==> src/rtl/spi_frame_loader_if.sv <==
// -----------------------------------------------------------------------------
// spi_frame_loader_if
// Write port between the SPI frame loader and the SPRAM frame buffer
// controller.
//   addressWrite [18:0] : pixel address of the current/last write
//   writeData    [1:0]  : pixel value of the current/last write
//   load                : one-cycle write strobe
//   frameDone           : one-cycle pulse after the last pixel of a frame
// master = loader (drives the port), slave = frame buffer controller.
// -----------------------------------------------------------------------------
interface spi_frame_loader_if;
   logic [18:0] addressWrite;
   logic [1:0]  writeData;
   logic        load;
   logic        frameDone;

   modport master (output addressWrite, writeData, load, frameDone);
   modport slave  (input  addressWrite, writeData, load, frameDone);
endinterface

==> src/rtl/spi_frame_loader.sv <==
// -----------------------------------------------------------------------------
// spi_frame_loader
// Deserializes a 2-bit-per-pixel stream from an SPI master (mode 0, MSB first,
// four pixels per byte) in the mainClk domain and writes each pixel into the
// frame buffer controller with strobes exactly LOAD_GAP cycles apart.
//   mainClk   : system clock
//   nreset    : asynchronous active-low reset
//   sck       : SPI clock (asynchronous, <= mainClk/8)
//   cs_n      : SPI chip select, falling edge starts a new frame
//   mosi      : SPI data
//   wr        : frame buffer write port (master side)
//   overflow  : sticky, set when a received byte had to be dropped
//   busy      : a byte is buffered or being emitted
// -----------------------------------------------------------------------------
module spi_frame_loader #(
   parameter int FRAME_PIXELS = 307200,
   parameter int LOAD_GAP     = 4
) (
   input  logic                mainClk,
   input  logic                nreset,
   input  logic                sck,
   input  logic                cs_n,
   input  logic                mosi,
   spi_frame_loader_if.master  wr,
   output logic                overflow,
   output logic                busy
);

   localparam int              GAP_W    = (LOAD_GAP > 2) ? $clog2(LOAD_GAP) : 2;
   localparam logic [GAP_W-1:0] GAP_INIT = GAP_W'(LOAD_GAP - 1);
   localparam logic [18:0]     LAST_PIX = 19'(FRAME_PIXELS - 1);

   typedef enum logic [1:0] {S_IDLE, S_LOAD, S_GAP} state_t;

   // ---------------------------------------------------------------- input sync
   logic [1:0] r_sck_sync, r_cs_sync, r_mosi_sync;
   logic       r_sck_d, r_cs_d;

   // NOTE: clocked state uses non-blocking assignments so every flop samples
   // the pre-edge value of its neighbours regardless of statement order.
   always_ff @(posedge mainClk or negedge nreset) begin
      if (!nreset) begin
         r_sck_sync  <= 2'b00;
         r_cs_sync   <= 2'b11;
         r_mosi_sync <= 2'b00;
         r_sck_d     <= 1'b0;
         r_cs_d      <= 1'b1;
      end else begin
         r_sck_sync  <= {r_sck_sync[0], sck};
         r_cs_sync   <= {r_cs_sync[0], cs_n};
         r_mosi_sync <= {r_mosi_sync[0], mosi};
         r_sck_d     <= r_sck_sync[1];
         r_cs_d      <= r_cs_sync[1];
      end
   end

   logic w_sck_rise, w_cs_fall, w_cs_rise, w_cs_active;
   assign w_sck_rise  = r_sck_sync[1] & ~r_sck_d;
   assign w_cs_fall   = ~r_cs_sync[1] & r_cs_d;
   assign w_cs_rise   = r_cs_sync[1] & ~r_cs_d;
   assign w_cs_active = ~r_cs_sync[1];

   // ------------------------------------------------------------ shift register
   logic [2:0] r_bit_cnt;
   logic [7:0] r_shift;
   logic       w_byte_done;
   logic [7:0] w_byte;

   // A chip-select fall in the same cycle as the 8th bit discards that byte.
   assign w_byte_done = w_cs_active & w_sck_rise & (r_bit_cnt == 3'd7) & ~w_cs_fall;
   assign w_byte      = {r_shift[6:0], r_mosi_sync[1]};

   always_ff @(posedge mainClk or negedge nreset) begin
      if (!nreset) begin
         r_bit_cnt <= '0;
         r_shift   <= '0;
      end else if (w_cs_fall || w_cs_rise) begin
         r_bit_cnt <= '0;
         r_shift   <= '0;
      end else if (w_cs_active && w_sck_rise) begin
         r_bit_cnt <= r_bit_cnt + 3'd1;
         r_shift   <= w_byte;
      end
   end

   // ---------------------------------------------------------- 2-entry byte FIFO
   logic [7:0] r_fifo [2];
   logic       r_wr_ptr, r_rd_ptr;
   logic [1:0] r_count;
   logic       w_pop, w_push, w_drop;

   // A pop frees the head slot in the same cycle, so a full FIFO can accept.
   assign w_push = w_byte_done & ((r_count != 2'd2) | w_pop);
   assign w_drop = w_byte_done & (r_count == 2'd2) & ~w_pop;

   // NOTE: the byte storage has no reset; occupancy and pointers alone decide
   // what is valid, so the data flops stay plain enables.
   always_ff @(posedge mainClk) begin
      if (w_push) r_fifo[r_wr_ptr] <= w_byte;
   end

   always_ff @(posedge mainClk or negedge nreset) begin
      if (!nreset) begin
         r_wr_ptr <= 1'b0;
         r_rd_ptr <= 1'b0;
         r_count  <= '0;
      end else if (w_cs_fall) begin
         r_wr_ptr <= 1'b0;
         r_rd_ptr <= 1'b0;
         r_count  <= '0;
      end else begin
         if (w_push) r_wr_ptr <= ~r_wr_ptr;
         if (w_pop)  r_rd_ptr <= ~r_rd_ptr;
         r_count <= r_count + {1'b0, w_push} - {1'b0, w_pop};
      end
   end

   // Survives chip-select framing; only reset clears it.
   always_ff @(posedge mainClk or negedge nreset) begin
      if (!nreset)     overflow <= 1'b0;
      else if (w_drop) overflow <= 1'b1;
   end

   // ------------------------------------------------------------------- emitter
   state_t           r_state;
   logic [1:0]       r_pix_idx;
   logic [GAP_W-1:0] r_gap_cnt;
   logic [18:0]      r_pix_cnt;

   logic w_gap_end, w_go_first, w_go_next_pix, w_go_next_byte, w_enter_load;
   logic [1:0] w_load_data;

   function automatic logic [1:0] pick(input logic [7:0] b, input logic [1:0] idx);
      case (idx)
         2'd0:    return b[7:6];
         2'd1:    return b[5:4];
         2'd2:    return b[3:2];
         default: return b[1:0];
      endcase
   endfunction

   assign w_gap_end      = (r_state == S_GAP) & (r_gap_cnt == GAP_W'(1));
   assign w_pop          = w_gap_end & (r_pix_idx == 2'd3) & ~w_cs_fall;
   assign w_go_first     = (r_state == S_IDLE) & (r_count != 2'd0);
   assign w_go_next_pix  = w_gap_end & (r_pix_idx != 2'd3);
   // Continue straight into the next byte only if it was already stored, so
   // strobe spacing stays uniform across byte boundaries.
   assign w_go_next_byte = w_pop & (r_count == 2'd2);
   assign w_enter_load   = (w_go_first | w_go_next_pix | w_go_next_byte) & ~w_cs_fall;

   // NOTE: every combinational output gets a default first so no path leaves
   // it unassigned and no latch is inferred.
   always_comb begin
      w_load_data = pick(r_fifo[~r_rd_ptr], 2'd0);
      if (w_go_first)         w_load_data = pick(r_fifo[r_rd_ptr], 2'd0);
      else if (w_go_next_pix) w_load_data = pick(r_fifo[r_rd_ptr], r_pix_idx + 2'd1);
   end

   always_ff @(posedge mainClk or negedge nreset) begin
      if (!nreset) begin
         r_state         <= S_IDLE;
         r_pix_idx       <= '0;
         r_gap_cnt       <= '0;
         r_pix_cnt       <= '0;
         wr.load         <= 1'b0;
         wr.frameDone    <= 1'b0;
         wr.addressWrite <= '0;
         wr.writeData    <= '0;
      end else begin
         wr.load      <= 1'b0;
         wr.frameDone <= 1'b0;
         if (w_cs_fall) begin
            r_state   <= S_IDLE;
            r_pix_idx <= '0;
            r_pix_cnt <= '0;
         end else if (w_enter_load) begin
            r_state         <= S_LOAD;
            r_pix_idx       <= w_go_next_pix ? r_pix_idx + 2'd1 : 2'd0;
            wr.load         <= 1'b1;
            wr.addressWrite <= r_pix_cnt;
            wr.writeData    <= w_load_data;
            r_pix_cnt       <= (r_pix_cnt == LAST_PIX) ? 19'd0 : r_pix_cnt + 19'd1;
         end else begin
            case (r_state)
               S_LOAD: begin
                  r_state      <= S_GAP;
                  r_gap_cnt    <= GAP_INIT;
                  wr.frameDone <= (wr.addressWrite == LAST_PIX);
               end
               S_GAP: begin
                  // Reaching the end of the gap here means the FIFO ran dry.
                  if (r_gap_cnt == GAP_W'(1)) r_state <= S_IDLE;
                  else                        r_gap_cnt <= r_gap_cnt - GAP_W'(1);
               end
               default: r_state <= S_IDLE;
            endcase
         end
      end
   end

   assign busy = (r_count != 2'd0) | (r_state != S_IDLE);

endmodule

==> src/flat_wrapper.sv <==
// flat-port wrapper written by rule: the top's interface ports become plain ports
module spi_frame_loader_flat 
#(
   parameter int FRAME_PIXELS = 307200,
   parameter int LOAD_GAP     = 4
)
  (mainClk, nreset, sck, cs_n, mosi, overflow, busy, wr_addressWrite, wr_writeData, wr_load, wr_frameDone);
  spi_frame_loader_if wr_i ();
  input  logic mainClk;
  input  logic nreset;
  input  logic sck;
  input  logic cs_n;
  input  logic mosi;
  output logic overflow;
  output logic busy;
  output wire logic [$bits(wr_i.addressWrite)-1:0] wr_addressWrite;
  output wire logic [$bits(wr_i.writeData)-1:0] wr_writeData;
  output wire logic [$bits(wr_i.load)-1:0] wr_load;
  output wire logic [$bits(wr_i.frameDone)-1:0] wr_frameDone;
  assign wr_addressWrite = wr_i.addressWrite;
  assign wr_writeData = wr_i.writeData;
  assign wr_load = wr_i.load;
  assign wr_frameDone = wr_i.frameDone;
  spi_frame_loader #(.FRAME_PIXELS(FRAME_PIXELS), .LOAD_GAP(LOAD_GAP)) u_core (.mainClk(mainClk), .nreset(nreset), .sck(sck), .cs_n(cs_n), .mosi(mosi), .wr(wr_i), .overflow(overflow), .busy(busy));
endmodule
==> config.mk <==
export PLATFORM = sky130hd
export DESIGN_NAME = spi_frame_loader_flat
export DESIGN_NICKNAME = d
export VERILOG_FILES = /design/src/rtl/spi_frame_loader_if.sv /design/src/rtl/spi_frame_loader.sv /design/src/flat_wrapper.sv
export SDC_FILE = /design/constraint.sdc
export NUM_CORES = 1
export LEC_CHECK = 0
export CAP_MARGIN = 20
export CORE_AREA = 4 4 113 115
export CTS_BUF_LIST = sky130_fd_sc_hd__clkbuf_2
export CTS_CLUSTER_DIAMETER = 30
export DETAILED_ROUTE_END_ITERATION = 16
export DIE_AREA = 0 0 117 119
export PLACE_DENSITY = 0.51
export REMOVE_ABC_BUFFERS = 1
export SYNTH_ARGS = -nofsm -noshare
export SYNTH_HDL_FRONTEND = slang
export SYNTH_SLANG_ARGS = --single-unit
==> constraint.sdc <==
create_clock -name mainClk -period 2.1 [get_ports mainClk]
set_input_delay 0.21 -clock mainClk [delete_from_list [all_inputs] [get_ports mainClk]]
set_output_delay 0.21 -clock mainClk [all_outputs]
set_load 0.02 [all_outputs]
# Word-level counts from Yosys, hierarchy flattened
# Memories as Yosys holds them, arrays and structs flattened.
# Index checks and enable logic that the tools add are counted.
# totals
romBits	0
mem_bits_rw	16
word_cells	112
inputBits	5
latchBits	0
mem_count	1
reg_bits	71
out_inout_bits	25
# op_classes
add_sub_neg	6
bitwise	28
n_lt_le_gt_ge	0
div_mod_pow	0
n_eq_ne	14
multipliers	0
n_reduce_logical	13
n_mux	31
shifts	0
# mem_list
memory	words	word_bits	rd	rd_ports_with_merged_regs	wr	line	source
u_core.r_fifo	2	8	2	0	1	spi_frame_loader.sv:87	logic [7:0] r_fifo [2];
# op_table
operator	count
$mux W19	3
$eq A19 B19 Y1 const B	2
$mux W2	10
$add A19 B1 Y19 const B	1
$and A1 B1 Y1	16
$mux W7	2
$reduce_bool A2 Y1	7
$mux W1	11
$eq A2 B2 Y1 const B	4
$not A1 Y1	8
$pmux W2 S2	2
$eq A2 B1 Y1 const B	3
$mux W3	2
$ne A2 B2 Y1 const B	3
$pmux W2 S3	1
$logic_not A2 Y1	2
$ne A4 B2 Y1 const B	1
$or A1 B1 Y1	4
$reduce_and A4 Y1	1
$add A3 B1 Y3 const B	1
$eq A3 B3 Y1 const B	1
$add A2 B1 Y2	1
$add A2 B1 Y2 const B	1
$reduce_and A2 Y1	1
other kinds (4)	4

# Logic depth before layout (Yosys ltp)
# Gate-level depths: netlist of run 1.
# logic_depth
ltp_word	9
ltp_mapped	9
ltp_nobuf	8

# Worst setup path before layout of run 1
# No wires, ideal clock.
# synth_timing
path_type	register -> register
start	reg u_core.r_cs_sync[1]
end	mem u_core.r_fifo[0][0] (enable)
slack_ns	-0.197
arrival_ns	1.923
path_buffers	1
t_required_ns	1.726
stages_incl_launch_ff	7
path_cell_list	dfstp_2 inv_1 ha_1 clkbuf_1 nand4b_1 a21oi_1 nor2b_1
# synth_via
elab_chain_len	8
elab_cells_between_ends	11
cone_classes	mux (2); bitwise (9)
# synth_lines
element	line	source
start, declared	spi_frame_loader.sv:36	logic [1:0] r_sck_sync, r_cs_sync, r_mosi_sync;
start signal, assigned	spi_frame_loader.sv:50	r_cs_sync <= {r_cs_sync[0], cs_n};
$not A1 Y1 *	spi_frame_loader.sv:59, spi_frame_loader.sv:61	
$and A1 B1 Y1	spi_frame_loader.sv:59	assign w_cs_fall = ~r_cs_sync[1] & r_cs_d;
$not A1 Y1 (no line)	--	
$and A1 B1 Y1	spi_frame_loader.sv:143	assign w_pop = w_gap_end & (r_pix_idx == 2'd3) & ~w_cs_fall;
$or A1 B1 Y1	spi_frame_loader.sv:93	assign w_push = w_byte_done & ((r_count != 2'd2) | w_pop);
$and A1 B1 Y1 *	spi_frame_loader.sv:93	
$mux W1 *	spi_frame_loader.sv:99	if (w_push) r_fifo[r_wr_ptr] <= w_byte;
$mux W1 (not written as such) *	spi_frame_loader.sv:99	
end, declared	spi_frame_loader.sv:87	
# Mark *: on every way between the ends. The rest lies on a longest branch, timed or not.

# Worst setup path after layout of run 1
# layout_timing
start	reg u_core.r_state[0]
end	reg u_core.r_pix_cnt[12]
# layout_via
elab_chain_len	8
elab_cells_between_ends	12
cone_classes	eq/ne (1); bitwise (9); reduce/logical (2)
# layout_lines
element	line	source
start, declared	spi_frame_loader.sv:125	state_t r_state;
start signal, assigned	spi_frame_loader.sv:161	r_state <= S_IDLE;
start signal, assigned	spi_frame_loader.sv:173	r_state <= S_IDLE;
start signal, assigned	spi_frame_loader.sv:177	r_state <= S_LOAD;
$eq A2 B2 Y1	spi_frame_loader.sv:142	assign w_gap_end = (r_state == S_GAP) & (r_gap_cnt == GAP_W'(1));
$and A1 B1 Y1	spi_frame_loader.sv:142	
$and A1 B1 Y1 (2 in series)	spi_frame_loader.sv:143	
$and A1 B1 Y1	spi_frame_loader.sv:148	assign w_go_next_byte = w_pop & (r_count == 2'd2);
$or A1 B1 Y1 *	spi_frame_loader.sv:149	assign w_enter_load = (w_go_first | w_go_next_pix | w_go_next_byte) & ~w_cs_fall;
$and A1 B1 Y1 *	spi_frame_loader.sv:149	
$reduce_bool A2 Y1 (no line) *	--	
end signal, assigned	spi_frame_loader.sv:182	r_pix_cnt <= (r_pix_cnt == LAST_PIX) ? 19'd0 : r_pix_cnt + 19'd1;
end, declared	spi_frame_loader.sv:128	logic [18:0] r_pix_cnt;
# Marks and branches as above.
# A chain may end at the register's enable or synchronous reset.

==> results.yml, run 1 <==
outcome:
  status: "completed"
floorplan:
  die_x_um: 117
  die_area_um2: 13920
  core_um2: 11810
  num_rows: 40
  pin_count: 30
  start_util_pct: 34.05
  die-height_um: 119
min_path:
  hp-start: "mosi"
  hp-class: "in2reg"
  worstHoldPathCells: 1
  holdPathEnd: "u_core.r_mosi_sync[0]"
finish:
  nets: 433
  fin_cells: 567
  final_core_util_pct: 42.38
  stdcell_area_um2: 5006
  fillers: 1134
  areaGrowthSynthToFinish_pct: 24.49
  drive_gt1_share_pct: 26.25
place:
  gp_congestion: 0.7680
  place_area_um2: 4691
  dp.cells: 540
  port_buffers: 29
  dp_hpwl_um: 5693
global_route:
  overflow: 0
  antenna_found_initial: 1
  grt_max_degree: 72
  track_usage_pct: 12.74
  grt_first_pass_wirelength_um: 14060
  grt_pass1_vias: 2798
sta:
  min_period_ns: 2.046
  hold_viol_final: 0
  rsz0062_at_grt: "true"
  tightestPinTransition_ns: 0.4713
  relSlewSlack_pct: 68.58
  holdWs_ns: 0.06895
  period_share_pct: 97.41
  final_max_slew_viol_count: 0
  setup_violations: 0
  clock_skew_ns: 0.02683
  clock.fmax_ghz: 0.4888
power:
  finalPower_uw: 2545
  irDropWorstVdd_uv: 236.0
  p_leak_uw: 0.002111
  power_density_nw_per_um2: 508.4
drt:
  wl_per_cell_um: 15.04
  drt_iter0_markers: 156
  routed_wl_um: 8530
  viasPerCell: 5.030
  final_antenna_net_count: 0
  vias: 2852
  drt_first_pass_iters: 4
  drc_errors: 0
worst_setup_path:
  cp-end-kind: "flip-flop"
  cp_top_family: "compound AO/OA/AOI/OAI gates"
  worstSetupPathType: "reg2reg"
  worst_ep_arrival_time_ns: 2.52
  required_ns: 2.58
  reg2reg_from: "u_core.r_state[0]"
  max_stage_delay_ns: 0.49
  cpMaxStageDelayCell: "or4b_1"
  crit_chain: "inv_2, ha_4, nor2b_1, o31a_2, buf_4, or4b_1, a21oi_1"
  cp.depth: 7
  r2r-end: "u_core.r_pix_cnt[12]"
  path_buf_inv: 2
  startpoint_type: "flip-flop"
  critPathMaxFanout: 6
  reg2reg_depth: 7
  r2r_slack_ns: 0.05
logic_synthesis:
  syn-instance-count: 349
  ys_async_sr_fraction_pct: 81.61
  synthDistinctLibCells: 49
  avgSynthCellArea_um2: 11.52
  synthTopCellsByCount: "dfrtp_1 (68), nand2_1 (40), mux2_2 (26)"
  syn_area_um2: 4021
  yosysMostFrequentCell: "dfrtp_1"
  synthTopCellsByArea: "dfrtp_1 (42%), edfxtp_1 (12%), mux2_2 (7.3%)"
  ys_ff_latch: 87
  synth_flop_cell: "dfrtp_1"
  yosys.area.top_type: "dfrtp_1"
  synth_seq_area_share_pct: 56.22
  synth_top_area_share_pct: 42.31
  yosysWarnings: 0
  synth_edf_count: 16
clock_tree:
  path_clk_slew_ns: 0.23
  root_buffer: "clkbuf_2"
  h-tree-depth: 3
  clk_latency_ns: 0.55
  cts_sinks: 87
  numCtsBuffers: 9
  cts_tree: "built"
  ctsLongestPathBuffers: 2
job:
  drv_cap: 0
[layout make-up]
cell class | count | area [um^2] | area share [%]
clock inverter | 4 | 22.52 | 0.4499
tap | 147 | 183.9 | 3.674
antenna | 1 | 2.502 | 0.04999
inverter | 9 | 33.78 | 0.6748
sequential | 87 | 2262 | 45.19
multi-input combinational | 238 | 1772 | 35.39
timing repair buffer | 69 | 669.4 | 13.37
clock buffer | 12 | 60.06 | 1.200
[worst max path at each step]
stage                                 to                start
floorplan           u_core.r_pix_cnt[18]    u_core.r_state[0]
global placement     u_core.r_fifo[1][4]  u_core.r_cs_sync[1]
detailed placement     u_core.r_count[1]  u_core.r_cs_sync[1]
CTS                    u_core.r_count[1]  u_core.r_cs_sync[1]
global route           u_core.r_count[1]  u_core.r_cs_sync[1]
finish              u_core.r_pix_cnt[12]    u_core.r_state[0]
[registers in the layout, summed over array words and instances, names as in the netlist]
| register | flops |
|---|---|
| u_core.overflow | 1 |
| u_core.r_bit_cnt | 3 |
| u_core.r_count | 2 |
| u_core.r_cs_d | 1 |
| u_core.r_cs_sync | 2 |
| u_core.r_fifo | 16 |
| u_core.r_gap_cnt | 2 |
| u_core.r_mosi_sync | 2 |
| u_core.r_pix_cnt | 19 |
| u_core.r_pix_idx | 2 |
| u_core.r_rd_ptr | 1 |
| u_core.r_sck_d | 1 |
| u_core.r_sck_sync | 2 |
| u_core.r_shift | 7 |
| u_core.r_state | 2 |
| u_core.r_wr_ptr | 1 |
| u_core.wr.addressWrite | 19 |
| u_core.wr.frameDone | 1 |
| u_core.wr.load | 1 |
| u_core.wr.writeData | 2 |
[metal layers]
layer  up-vias  share of wire, %  GRT usage, %
met5         -                 0             0
met4         0               1.3         5.161
met3         7               5.6         3.659
met2        52                43         17.28
met1      1391                50         18.90
li1       1402                 -             -
[worst reg2reg max path, stage by stage (launching register included)]
cell	delay, ns
dfrtp_1	0.45
inv_2	0.11
ha_4	0.16
nor2b_1	0.04
o31a_2	0.42
buf_4	0.16
or4b_1	0.49
a21oi_1	0.16
[placed cells by master, fill, tap and decap left out, drive strengths merged, types with 3 or more instances in the layout]
cell type and count:
dfstp 3, nand2 40, buf 37, nand3 12, ha 14, a22oi 3
xor2 3, a21boi 9, dfrtp 68, edfxtp 16, clkbuf 14, nand4 4
mux2i 5, nor4 3, nor2b 5, a22o 4, and4 3, clkdlybuf4s50 27
o21ai 15, nand3b 3, mux2 26, and2 3, and3 4, a41oi 3
nor2 19, a31oi 16, nand2b 3, a21oi 16, nor4bb 3, inv 10
[power breakdown]
| group | internal [uW] | total [uW] | switching (uW) |
|---|---|---|---|
| logic | 33.4 | 90.7 | 57.3 |
| clock network | 166 | 719 | 554 |
| registers | 1730 | 1740 | 5.71 |
[logic make-up after synthesis]
| group | after synthesis | synth area share (%) |
|---|---|---|
| and+or+nand+nor | 113 | 15.31 |
| DFF | 87 | 56.22 |
| AOI/OAI and AO/OA | 75 | 11.98 |
| muxes | 31 | 8.525 |
| buffers and inverters | 24 | 2.520 |
| adders and majority gates | 14 | 4.356 |
| xor gates and xnor gates | 5 | 1.089 |
[metrics by stage]
stage / setup WS, ns / TNS [ns]
after global routing: -0.08977 / -0.2975
after CTS: 0.008582 / 0
after global placement: 0.07828 / 0
final: 0.05438 / 0
after detailed placement: 0.01165 / 0
after floorplan: -1.190 / -22.74
[repair_timing]
item,4_1_cts,5_1_grt
endpoints found under the setup margin,2,54
setup buffers,1,5
endpoints found under the hold margin,72,0
cloned,0,2
pin swaps,0,14
gates resized for setup,1,29
hold buffers,2,0
Power figures use the tool's default switching activity.
==> run 2, diff against run 1 <==
--- a/config.mk
+++ b/config.mk
@@ -6,11 +6,11 @@
 export NUM_CORES = 1
 export LEC_CHECK = 0
 export CAP_MARGIN = 20
-export CORE_AREA = 4 4 113 115
+export CORE_AREA = 5 5 114 116
 export CTS_BUF_LIST = sky130_fd_sc_hd__clkbuf_2
 export CTS_CLUSTER_DIAMETER = 30
 export DETAILED_ROUTE_END_ITERATION = 16
-export DIE_AREA = 0 0 117 119
+export DIE_AREA = 0 0 119 121
 export PLACE_DENSITY = 0.51
 export REMOVE_ABC_BUFFERS = 1
 export SYNTH_ARGS = -nofsm -noshare
==> constraint.sdc (replaced) <==
create_clock -name mainClk -period 2.1 [get_ports mainClk]
set_input_delay 0.315 -clock mainClk [delete_from_list [all_inputs] [get_ports mainClk]]
set_output_delay 0.315 -clock mainClk [all_outputs]
set_load 0.02 [all_outputs]
==> results.yml, run 2 (synthesized netlist as in run 1, its figures left out) <==
outcome:
  status: "completed"
floorplan:
  num_rows: 40
  pin_count: 30
  die_area_um2: 14400
  die_x_um: 119
  core_um2: 11810
  die-height_um: 121
  start_util_pct: 34.05
worst_setup_path:
  worst_ep_arrival_time_ns: 2.50
  r2r_slack_ns: 0.03
  max_stage_delay_ns: 0.46
  worstSetupPathType: "reg2reg"
  reg2reg_depth: 9
  crit_start: "u_core.r_state[1]"
  required_ns: 2.53
  startpoint_type: "flip-flop"
  cp-end-kind: "flip-flop"
  reg2reg_from: "u_core.r_state[1]"
  cp_top_family: "compound AO/OA/AOI/OAI gates"
  cp.depth: 9
  crit_chain: "ha_2, buf_4, nand3b_1, o31a_1, a211oi_4, buf_6, buf_6, a21o_1, a22o_1"
  path_buf_inv: 3
  critPathMaxFanout: 7
  worst_path_most_repeated_cell: "buf_6"
  r2r-end: "u_core.r_pix_cnt[16]"
  crit_end: "u_core.r_pix_cnt[16]"
  cpMaxStageDelayCell: "dfrtp_1"
drt:
  vias: 2829
  drt_iter0_markers: 156
  wl_per_cell_um: 14.94
  drt_first_pass_iters: 4
  drc_errors: 0
  final_antenna_net_count: 0
  viasPerCell: 5.007
  routed_wl_um: 8442
power:
  combinationalPowerShare_pct: 3.6
  irDropWorstVdd_uv: 205.7
  seqPwrFrac_pct: 68.5
  p_leak_uw: 0.002085
  internal_power_uw: 1921
  switching_share_pct: 24.22
  clockPowerShare_pct: 27.8
  p_sw_uw: 613.8
  power_density_nw_per_um2: 512.3
  finalPower_uw: 2534
global_route:
  grt_max_degree: 39
  grt_first_pass_wirelength_um: 14410
  gr-usage-met2_pct: 17.73
  groute.layer.met3.usage_pct: 3.683
  antenna_found_initial: 1
  track_usage_pct: 12.44
  met1_usage_pct: 17.98
  overflow: 0
  grt_busiest_layer: "met1"
  grt_pass1_vias: 2789
finish:
  layout_commonest_cell: "dfrtp_1"
  reg_top3: "u_core.r_pix_cnt x19, u_core.wr.addressWrite x19, u_core.r_fifo x16"
  nets: 431
  stdcell_area_um2: 4947
  mostFrequentLayoutCells: "dfrtp_1 (65), nand2_1 (40), buf_4 (30)"
  areaGrowthSynthToFinish_pct: 23.02
  drive_gt1_share_pct: 26.38
clock_tree:
  numCtsBuffers: 9
  ctsLongestPathBuffers: 2
  h-tree-depth: 3
  cts_sinks: 87
  clk_latency_ns: 0.53
  cts_tree: "built"
  path_clk_slew_ns: 0.23
  root_buffer: "clkbuf_2"
place:
  dp_hpwl_um: 5919
  port_buffers: 29
  post-place-ws_ns: -0.00004796
  place_area_um2: 4691
  gp_congestion: 0.7732
sta:
  clock_skew_ns: 0.02978
  clock.fmax_ghz: 0.4836
  hold_viol_final: 0
  setup_violations: 0
  holdWs_ns: 0.1703
  final_max_slew_viol_count: 0
  period_share_pct: 98.47
  layout_setup_ws_ns: 0.03213
  relSlewSlack_pct: 64.94
  rsz0062_at_grt: "true"
  tightestPinTransition_ns: 0.5204
  min_period_ns: 2.068
job:
  drv_cap: 0
min_path:
  hp-class: "in2reg"
-- run 2: worst min path at each step --
| stage | startpoint | to | cells after the start |
|---|---|---|---|
| after floorplan | nreset | u_core.overflow | 0 |
| after detailed placement | nreset | u_core.r_shift[2] | 1 |
| final | cs_n | u_core.r_cs_sync[0] | 1 |
| after CTS | cs_n | u_core.r_cs_sync[0] | 1 |
| after global routing | cs_n | u_core.r_cs_sync[0] | 1 |
| after global placement | nreset | u_core.r_shift[2] | 1 |
-- run 2: timing repair --
item                                    4_1_cts  5_1_grt
hold buffers                                  1        0
buffers inserted                              1        4
gates cloned                                  0        2
pin swaps                                     2        9
resized for setup                             2       27
hold endpoints to repair                     17        0
endpoints found under the setup margin       10       52
-- run 2: through the flow --
stage | setup TNS, ns | std cells | util (%)
after floorplan | -22.74 | 334 | -
after global placement | 0 | 540 | 39.71
after detailed placement | -0.00005085 | 540 | 39.71
after CTS | 0 | 558 | 40.56
after global routing | -0.6030 | 565 | 41.89
final | 0 | 565 | 41.89
-- run 2: power by group through the flow --
stage	Clock [uW]	Combinational [uW]	Sequential (uW)
after floorplan	0	27.7	1760
after global placement	0	87.9	1770
after detailed placement	0	89.1	1770
after CTS	747	93.4	1740
after global routing	819	105	1740
final	705	92.5	1740
-- run 2: layout make-up --
type | count | area (um^2)
Fill cell | 1144 | 6864
Sequential cell | 87 | 2265
Multi-Input combinational cell | 238 | 1743
Timing Repair Buffer | 67 | 638.1
Tap cell | 147 | 183.9
Clock buffer | 11 | 55.05
Inverter | 9 | 33.78
Clock inverter | 5 | 26.28
Antenna cell | 1 | 2.502
-- run 2: worst reg2reg max path, stage by stage (launching register included) --
cell and delay [ns]:
dfrtp_1 0.46, ha_2 0.19, buf_4 0.15, nand3b_1 0.10
o31a_1 0.37, a211oi_4 0.08, buf_6 0.15, buf_6 0.12
a21o_1 0.14, a22o_1 0.22
-- run 2: layer usage --
layer / part of all wire (%) / vias to the layer above
met5: 0 / -
met4: 1.1 / 0
met3: 4.7 / 6
met2: 43 / 42
met1: 51 / 1374
li1: - / 1407
==> run 3, diff against run 2 <==
--- a/config.mk
+++ b/config.mk
@@ -11,7 +11,7 @@
 export CTS_CLUSTER_DIAMETER = 30
 export DETAILED_ROUTE_END_ITERATION = 16
 export DIE_AREA = 0 0 119 121
-export PLACE_DENSITY = 0.51
+export PLACE_DENSITY_LB_ADDON = 0.3
 export REMOVE_ABC_BUFFERS = 1
 export SYNTH_ARGS = -nofsm -noshare
 export SYNTH_HDL_FRONTEND = slang
==> results.yml, run 3 (synthesized netlist as in run 1, its figures left out) <==
outcome:
  status: "completed"
drt:
  routed_wl_um: 8791
  drt_iter0_markers: 141
  final_antenna_net_count: 0
  vias: 2880
  drt_first_pass_iters: 4
  wl_per_cell_um: 15.53
  drc_errors: 0
  viasPerCell: 5.088
clock_tree:
  root_buffer: "clkbuf_2"
  path_clk_slew_ns: 0.23
  cts_tree: "built"
  numCtsBuffers: 9
  clk_latency_ns: 0.55
  ctsLongestPathBuffers: 2
  cts_sinks: 87
  h-tree-depth: 3
worst_setup_path:
  cp_top_family: "compound AO/OA/AOI/OAI gates"
  reg2reg_from: "u_core.r_state[1]"
  r2r-end: "u_core.r_pix_cnt[11]"
  worst_ep_arrival_time_ns: 2.55
  startpoint_type: "flip-flop"
  cp-end-kind: "flip-flop"
  worstSetupPathType: "reg2reg"
  path_buf_inv: 3
  required_ns: 2.56
  r2r_slack_ns: 0.01
  max_stage_delay_ns: 0.48
  critPathMaxFanout: 8
  reg2reg_depth: 9
  cpMaxStageDelayCell: "dfrtp_1"
  crit_chain: "inv_2, ha_4, nor2b_1, o31a_1, a211oi_4, buf_4, buf_12, a41oi_1, a31oi_1"
sta:
  tns_ns: 0
  tightestPinTransition_ns: 0.6150
  clock.fmax_ghz: 0.4796
  clock_skew_ns: 0.02805
  final_max_slew_viol_count: 0
  period_share_pct: 99.29
  setup_violations: 0
  hold_viol_final: 0
  relSlewSlack_pct: 58.57
  rsz0062_at_grt: "true"
  min_period_ns: 2.085
  holdWs_ns: 0.1414
floorplan:
  core_um2: 11810
  start_util_pct: 34.05
  pin_count: 30
  die-height_um: 121
  die_area_um2: 14400
  num_rows: 40
  die_x_um: 119
power:
  p_sw_uw: 618.4
  seqPwrFrac_pct: 65.1
  p_leak_uw: 0.002105
  clockPowerShare_pct: 31.4
  switching_share_pct: 23.17
  power_density_nw_per_um2: 532.9
  irDropWorstVdd_uv: 230.1
  internal_power_uw: 2050
  combinationalPowerShare_pct: 3.6
global_route:
  overflow: 0
  grt_first_pass_wirelength_um: 14280
  track_usage_pct: 12.45
  grt_max_degree: 30
  antenna_found_initial: 1
  grt_pass1_vias: 2853
min_path:
  worstHoldPathCells: 1
  hp-start: "cs_n"
  holdPathEnd: "u_core.r_cs_sync[0]"
  hp-class: "in2reg"
finish:
  mostFrequentLayoutCells: "dfrtp_1 (67), nand2_1 (40), buf_4 (31)"
  stdcell_area_um2: 5007
  drive_gt1_share_pct: 25.60
  areaGrowthSynthToFinish_pct: 24.52
  multi_input_area_um2: 1749
  reg_top3: "u_core.r_pix_cnt x19, u_core.wr.addressWrite x19, u_core.r_fifo x16"
  fillers: 1122
  layout_commonest_cell: "dfrtp_1"
  nets: 432
  ff_latch_area_um2: 2262
place:
  port_buffers: 29
  place_area_um2: 4703
  dp_hpwl_um: 6074
  gp_congestion: 0.8199
job:
  drv_cap: 0
[run 3: changes by cell type in the layout (fill, tap and decap cells not counted), moves of 2 or more]
cell	change
dfrtp_1	+2
dfrtp_2	-2
buf_6	-2
clkinv_2	-2
[run 3: cell type report]
cell class              count  area share, %
diodes                      1        0.04998
clock buffers              12          1.199
clock inverters             4         0.9245
inverters                   9         0.6747
multi-input cells         238          34.93
flip-flops and latches     87          45.18
well taps                 147          3.673
repair buffers             68          13.37
[run 3: repair_timing]
action	in CTS	in global routing
setup buffers	0	6
pin swaps	2	4
endpoints found under the hold margin	15	0
endpoints found under the setup margin	11	59
hold buffers	1	0
cloned	0	2
resized for setup	3	20
[run 3: how the worst max path moves through the flow]
stage,startpoint,to,cells past startpoint
global route,u_core.r_state[0],u_core.r_pix_cnt[11],9
floorplan,u_core.r_state[0],u_core.r_pix_cnt[18],7
finish,u_core.r_state[1],u_core.r_pix_cnt[11],9
detailed placement,u_core.r_cs_sync[1],u_core.r_count[1],8
global placement,u_core.r_cs_sync[1],u_core.r_count[1],8
CTS,u_core.r_state[0],u_core.wr.addressWrite[4],7
[run 3: per-layer routing]
| layer | wire length, um | track usage, % | up-vias | share of wire, % |
|---|---|---|---|---|
| met5 | 0 | 0 | - | 0 |
| met4 | 203 | 5.938 | 0 | 2.3 |
| met3 | 346 | 3.497 | 15 | 3.9 |
| met2 | 3964 | 18.30 | 44 | 45 |
| met1 | 4276 | 16.93 | 1418 | 49 |
| li1 | - | - | 1403 | - |
[run 3: metrics by stage]
stage | total power (uW) | util, % | cells | worst slack [ns]
after global routing | 2781 | 42.39 | 566 | -0.1023
after detailed placement | 1859 | 39.82 | 540 | -0.03234
after global placement | 1856 | 39.82 | 540 | 0.02114
final | 2668 | 42.39 | 566 | 0.01491
after floorplan | 1792 | - | 334 | -1.190
after CTS | 2699 | 40.84 | 557 | -0.007232
[run 3: power groups by stage]
stage | Clock, uW | Sequential, uW | Combinational (uW)
6_report | 837 | 1740 | 95.5
5_1_grt | 933 | 1740 | 110
4_1_cts | 868 | 1740 | 95.6
3_5_place_dp | 0 | 1770 | 93.1
3_3_place_gp | 0 | 1770 | 90.6
2_1_floorplan | 0 | 1760 | 27.7
